<file path="src/rtl/enigma_feeder.sv">
// Enigma core feeder: loads the rotor table from ROM, then streams text through the core.
// Optional watchdog on the result path is enabled with ENIGMA_FEEDER_TIMEOUT_EN.
module enigma_feeder #(
  parameter int unsigned TABLE_DEPTH = 64,
  parameter int unsigned CODE_W      = 6,
  parameter int unsigned LEN_W       = 8
) (
  input  logic              clk,
  input  logic              srstn,
  input  logic              start,
  input  logic              mode_encrypt,
  input  logic [LEN_W-1:0]  msg_len,
  output logic              rom_rd,
  output logic [5:0]        rom_addr,
  input  logic [CODE_W-1:0] rom_data,
  input  logic              txt_valid,
  input  logic [CODE_W-1:0] txt_data,
  output logic              txt_ready,
  output logic              load,
  output logic [7:0]        load_idx,
  output logic [CODE_W-1:0] code_in,
  output logic              encrypt,
  output logic              crypt_mode,
  input  logic              core_valid,
  input  logic [CODE_W-1:0] core_code,
  output logic              res_valid,
  output logic [CODE_W-1:0] res_data,
  output logic              busy,
  output logic              done,
  output logic              timeout
);

  typedef enum logic [2:0] {
    StIdle,
    StFetch,
    StTail,
    StGap,
    StStream,
    StDrain,
    StDone
  } state_e;

  state_e              state_q;
  logic                rom_rd_q;
  logic [5:0]          rom_addr_q;
  logic                load_q;
  logic [7:0]          load_idx_q;
  logic [CODE_W-1:0]   code_q;
  logic                encrypt_q;
  logic                crypt_mode_q;
  logic [LEN_W-1:0]    len_q;
  logic [LEN_W-1:0]    sent_q;
  logic [LEN_W-1:0]    recv_q;
  logic                res_valid_q;
  logic [CODE_W-1:0]   res_data_q;
  logic                done_q;

  logic                in_crypt;
  logic                txt_hs;
  logic                core_hs;
  logic [LEN_W-1:0]    sent_n;
  logic [LEN_W-1:0]    recv_n;
  logic                all_done;
  logic                wd_fire;

  always_comb begin
    in_crypt = (state_q == StStream) || (state_q == StDrain);
    txt_hs   = (state_q == StStream) && (sent_q != len_q) && txt_valid;
    core_hs  = in_crypt && core_valid && (recv_q != len_q);
    sent_n   = sent_q + LEN_W'(txt_hs);
    recv_n   = recv_q + LEN_W'(core_hs);
    all_done = (sent_n == len_q) && (recv_n == len_q);
  end

`ifdef ENIGMA_FEEDER_TIMEOUT_EN
  logic [4:0] idle_q;
  logic       timeout_q;

  // Sixteenth consecutive cycle without a core result while results are still owed.
  always_comb begin
    wd_fire = in_crypt && !core_valid && (idle_q == 5'd15) && (recv_q != len_q);
  end

  assign timeout = timeout_q;
`else
  assign wd_fire = 1'b0;
  assign timeout = 1'b0;
`endif

  always_ff @(posedge clk) begin
    if (!srstn) begin
      state_q      <= StIdle;
      rom_rd_q     <= 1'b0;
      rom_addr_q   <= '0;
      load_q       <= 1'b0;
      load_idx_q   <= '0;
      code_q       <= '0;
      encrypt_q    <= 1'b0;
      crypt_mode_q <= 1'b0;
      len_q        <= '0;
      sent_q       <= '0;
      recv_q       <= '0;
      res_valid_q  <= 1'b0;
      res_data_q   <= '0;
      done_q       <= 1'b0;
`ifdef ENIGMA_FEEDER_TIMEOUT_EN
      idle_q       <= '0;
      timeout_q    <= 1'b0;
`endif
    end else begin
      done_q      <= 1'b0;
      res_valid_q <= 1'b0;
      // ROM data returns one cycle after the read, so load trails rom_rd by one cycle.
      load_q      <= rom_rd_q;
      if (rom_rd_q) load_idx_q <= 8'(rom_addr_q);
      if (load_q)   code_q     <= rom_data;
      if (txt_hs) begin
        code_q <= txt_data;
        sent_q <= sent_n;
      end
      if (core_hs) begin
        res_valid_q <= 1'b1;
        res_data_q  <= core_code;
        recv_q      <= recv_n;
      end

      unique case (state_q)
        StIdle: begin
          if (start) begin
            state_q      <= StFetch;
            rom_rd_q     <= 1'b1;
            rom_addr_q   <= '0;
            len_q        <= msg_len;
            crypt_mode_q <= mode_encrypt;
            sent_q       <= '0;
            recv_q       <= '0;
`ifdef ENIGMA_FEEDER_TIMEOUT_EN
            timeout_q    <= 1'b0;
`endif
          end
        end
        StFetch: begin
          if (rom_addr_q == 6'(TABLE_DEPTH - 1)) begin
            rom_rd_q   <= 1'b0;
            rom_addr_q <= '0;
            state_q    <= StTail;
          end else begin
            rom_addr_q <= rom_addr_q + 6'd1;
          end
        end
        StTail: state_q <= StGap;
        StGap: begin
          if (len_q == '0) begin
            state_q <= StDone;
            done_q  <= 1'b1;
          end else begin
            state_q   <= StStream;
            encrypt_q <= 1'b1;
`ifdef ENIGMA_FEEDER_TIMEOUT_EN
            idle_q    <= '0;
`endif
          end
        end
        StStream, StDrain: begin
`ifdef ENIGMA_FEEDER_TIMEOUT_EN
          if (core_valid)              idle_q <= '0;
          else if (idle_q != 5'd16)    idle_q <= idle_q + 5'd1;
`endif
          if (all_done || wd_fire) begin
            state_q   <= StDone;
            done_q    <= 1'b1;
            encrypt_q <= 1'b0;
`ifdef ENIGMA_FEEDER_TIMEOUT_EN
            if (!all_done) timeout_q <= 1'b1;
`endif
          end else if ((state_q == StStream) && (sent_n == len_q)) begin
            state_q <= StDrain;
          end
        end
        StDone:  state_q <= StIdle;
        default: state_q <= StIdle;
      endcase
    end
  end

  assign rom_rd     = rom_rd_q;
  assign rom_addr   = rom_addr_q;
  assign txt_ready  = (state_q == StStream) && (sent_q != len_q);
  assign load       = load_q;
  assign load_idx   = load_idx_q;
  assign code_in    = load_q ? rom_data : code_q;
  assign encrypt    = encrypt_q;
  assign crypt_mode = crypt_mode_q;
  assign res_valid  = res_valid_q;
  assign res_data   = res_data_q;
  assign busy       = (state_q != StIdle);
  assign done       = done_q;

endmodule

</file>
<file path="config.mk">
export PLATFORM = sky130hd
export DESIGN_NAME = enigma_feeder
export DESIGN_NICKNAME = d
export VERILOG_FILES = /design/src/rtl/enigma_feeder.sv
export SDC_FILE = /design/constraint.sdc
export NUM_CORES = 1
export LEC_CHECK = 0
export ABC_AREA = 1
export BUFFER_PORTS_ARGS = -buffer_cell sky130_fd_sc_hd__clkbuf_2
export CAP_MARGIN = 20
export CELL_PAD_IN_SITES_DETAIL_PLACEMENT = 1
export CELL_PAD_IN_SITES_GLOBAL_PLACEMENT = 2
export CORE_ASPECT_RATIO = 0.8
export CORE_MARGIN = 4
export CORE_UTILIZATION = 31
export CTS_CLUSTER_SIZE = 30
export DETAILED_ROUTE_END_ITERATION = 8
export PLACE_DENSITY_LB_ADDON = 0.1
export SYNTH_ARGS = -nofsm -noshare
export SYNTH_HDL_FRONTEND = slang
export SYNTH_SLANG_ARGS = --single-unit
</file>
<file path="constraint.sdc">
create_clock -name clk -period 6.2 [get_ports clk]
set_input_delay 1.86 -clock clk [delete_from_list [all_inputs] [get_ports clk]]
set_output_delay 1.86 -clock clk [all_outputs]
set_load 0.1 [all_outputs]
</file>
==> flow_summary.toml <==
[outcome]
status = "finished, final reports clean"

[grt]
grt_pass1_wl_mm = 16.75
grt_pass1_vias = 3231
grt.total_usage_pct = 18.04
grt_max_degree = 32
antenna_found_initial = 0
gr-total-overflow = 0

[timing]
fmax_mhz = 220.5
post-route-period-util_pct = 73.16
slew_viol_final = 0
worstMarginPinSlew_ns = 0.6488
grt_setup_unrepaired = "false"
fin_skew_ns = 0.007630
period_minus_slack_ns = 4.536
finalSetupTns_ns = 0
hold_violations = 0
slew_headroom_pct = 56.75
setup_viol = 0

[die]
die_w_um = 120.1
ios = 67
row_count = 32
die_height_um = 97.65
initial_core_util_pct = 32.01
core_area_mm2 = 0.009729
dieArea_mm2 = 0.01172

[yosys]
synthTopCellsByCount = "105 x nand2_1, 62 x nor2_1, 59 x inv_1"
ys.flop_type = "dfxtp_1"
synth_seq_cells = 57
netlist.area_leader.share_pct = 36.64
synth_edf_count = 0
synth_warnings = 0
synthesis.area_mm2 = 0.003114
syn_avg_cell_area_um2 = 6.683
syn_inst = 466
yosysSeqAreaShare_pct = 36.64
synth_most_common_cell = "nand2_1"
synthTopCellsByArea = "dfxtp_1 37%, nand2_1 13%, nor2_1 7.5%, inv_1 7.1%, nand3_1 6.6%"
async_flop_share_pct = 0
synth_top_area_cell = "dfxtp_1"
ys_types = 35

[critical_path]
worst_r2r_path_depth = 18
crit_path_start_kind = "primary input"
rrSetupSlack_ns = 2.59
crit_fanout = 2
endpoint_kind = "output port"
rr_endpoint = "state_q[0]"
worstReg2RegStart = "len_q[7]"
required_ns = 4.34
criticalPathCategory = "primary input to output port"
crit_arrival_ns = 2.68

[clocking]
clockRootBuffer = "clkbuf_16"
cts_buffer_depth = 2
cts_hold_buf = 0
clk_pin_slew_ns = 0.05
cts_max_level = 3
cts_tree = "done"
numCtsBuffers = 9
postCtsSetupRepairBufs = 0
worstSkewPairLatency_ns = 0.33
cts.sinks = 57
cts_resized = 0

[route]
vias_per_cell = 4.649
ant_nets = 0
dr.pass1.iters = 4
wl_mm = 9.983
wire_per_inst_um = 14.92
drc = 0
vias = 3110
drt_iter0_drc = 128

[job]
maxCapViolCount = 0

[worst_hold_path]
hold_end = "encrypt"
holdCritStartpoint = "encrypt"
whs_path_depth = 2
worstHoldPathType = "register to register"

[power]
irDropWorstVdd_mv = 0.2791
fin_total_pwr_mw = 1.730
p_leak_nw = 1.823
power-per-cell-area_mw_per_mm2 = 448.0

[cells_and_area]
nFillCells = 1285
syn_to_final_growth_pct = 24.03
finalNetCount = 565
insertedDiodeCount = 0
drive_gt1_share_pct = 18.57

[placed_design]
port_buffers = 63
gp_congestion = 0.8412
dpl.hpwl_mm = 7.538
stage by stage:
step	utilization [%]	hold WS, ns	setup slack, ns	std cells	area (um^2)
2_1_floorplan	-	0.4520	1.664	468	3122
3_3_place_gp	36.09	0.4491	1.668	652	3511
3_5_place_dp	36.09	0.4641	1.671	652	3511
4_1_cts	39.54	0.4698	1.663	668	3847
5_1_grt	39.70	0.5050	1.559	669	3862
6_report	39.70	0.4628	1.664	669	3862
cells in the final DEF, fill, tap and decap left out, types with 2 or more instances in the layout:
cell | synthesis | routed
xor2_1 | 9 | 9
xnor2_1 | 5 | 5
clkbuf_2 | 0 | 63
clkbuf_1 | 6 | 2
clkinv_1 | 2 | 2
nand3_1 | 41 | 41
a211oi_2 | 5 | 5
dfxtp_1 | 57 | 57
conb_1 | 1 | 3
o21ai_2 | 2 | 2
clkbuf_16 | 0 | 9
inv_2 | 6 | 6
nor3b_2 | 2 | 2
o21ai_0 | 32 | 32
nor4_1 | 2 | 2
nor3_1 | 5 | 5
nand2_1 | 105 | 105
bufinv_16 | 0 | 3
a21oi_1 | 27 | 27
nor2_1 | 62 | 62
nand3_2 | 2 | 2
inv_1 | 59 | 59
ha_1 | 5 | 5
o22ai_1 | 3 | 3
nand4_1 | 3 | 3
o21ai_1 | 7 | 7
registers in the layout, summed over array words and instances, names as in the netlist:
signal	cells
encrypt	1
crypt_mode	1
len_q	8
state_q	3
rom_rd	1
load	1
rom_addr	6
res_valid	1
code_q	6
sent_q	8
res_data	6
load_idx	6
recv_q	8
done	1
power by group:
group / leakage [nW] / total, mW / internal (mW) / switching (mW)
clock: 0.164 / 0.571 / 0.393 / 0.178
sequential: 0.463 / 0.469 / 0.414 / 0.0542
combinational: 1.20 / 0.691 / 0.139 / 0.552
total: 1.82 / 1.73 / 0.946 / 0.785
worst max-delay path by stage:
stage,from,to,depth (start not counted)
3_3_place_gp,rom_data[4],code_in[4],6
2_1_floorplan,rom_data[5],code_in[5],4
6_report,rom_data[5],code_in[5],6
3_5_place_dp,rom_data[5],code_in[5],6
5_1_grt,rom_data[5],code_in[5],6
4_1_cts,rom_data[5],code_in[5],6
cells by family after synthesis:
logic type,synth area share [%]
and+or+nand+nor,31.34
buffers and inverters,11.17
AOI/OAI and AO/OA,14.79
DFF,36.64
xor gates and xnor gates,3.937
adders and majority gates,2.009
other,0.1204
critical path, stage by stage:
cell and delay, ns:
clkbuf_2 0.09, inv_1 0.03, nand2_1 0.04, o21ai_0 0.10, inv_1 0.09, clkbuf_2 0.45
per-layer routing:
metal  up-vias  wire [um]  track usage, %  share of wire (%)
met5         -          0               0                  0
met4         0        158           5.898                1.6
met3        14        565           5.355                5.7
met2        76       4252           27.20                 43
met1      1409       5006           24.57                 50
li1       1611          -               -                  -
area by class of cell:
cell class              count  area, um^2  share of cell area [%]
clock buffers              11       232.7                   6.025
clock inverters             5       103.9                   2.689
inverters                  67       251.5                   6.511
multi-input cells         329        1633                   42.27
flip-flops and latches     57        1141                   29.54
well taps                 136       170.2                   4.406
repair buffers             64       330.3                   8.552
Note: power is estimated with default switching activity, not from simulation.
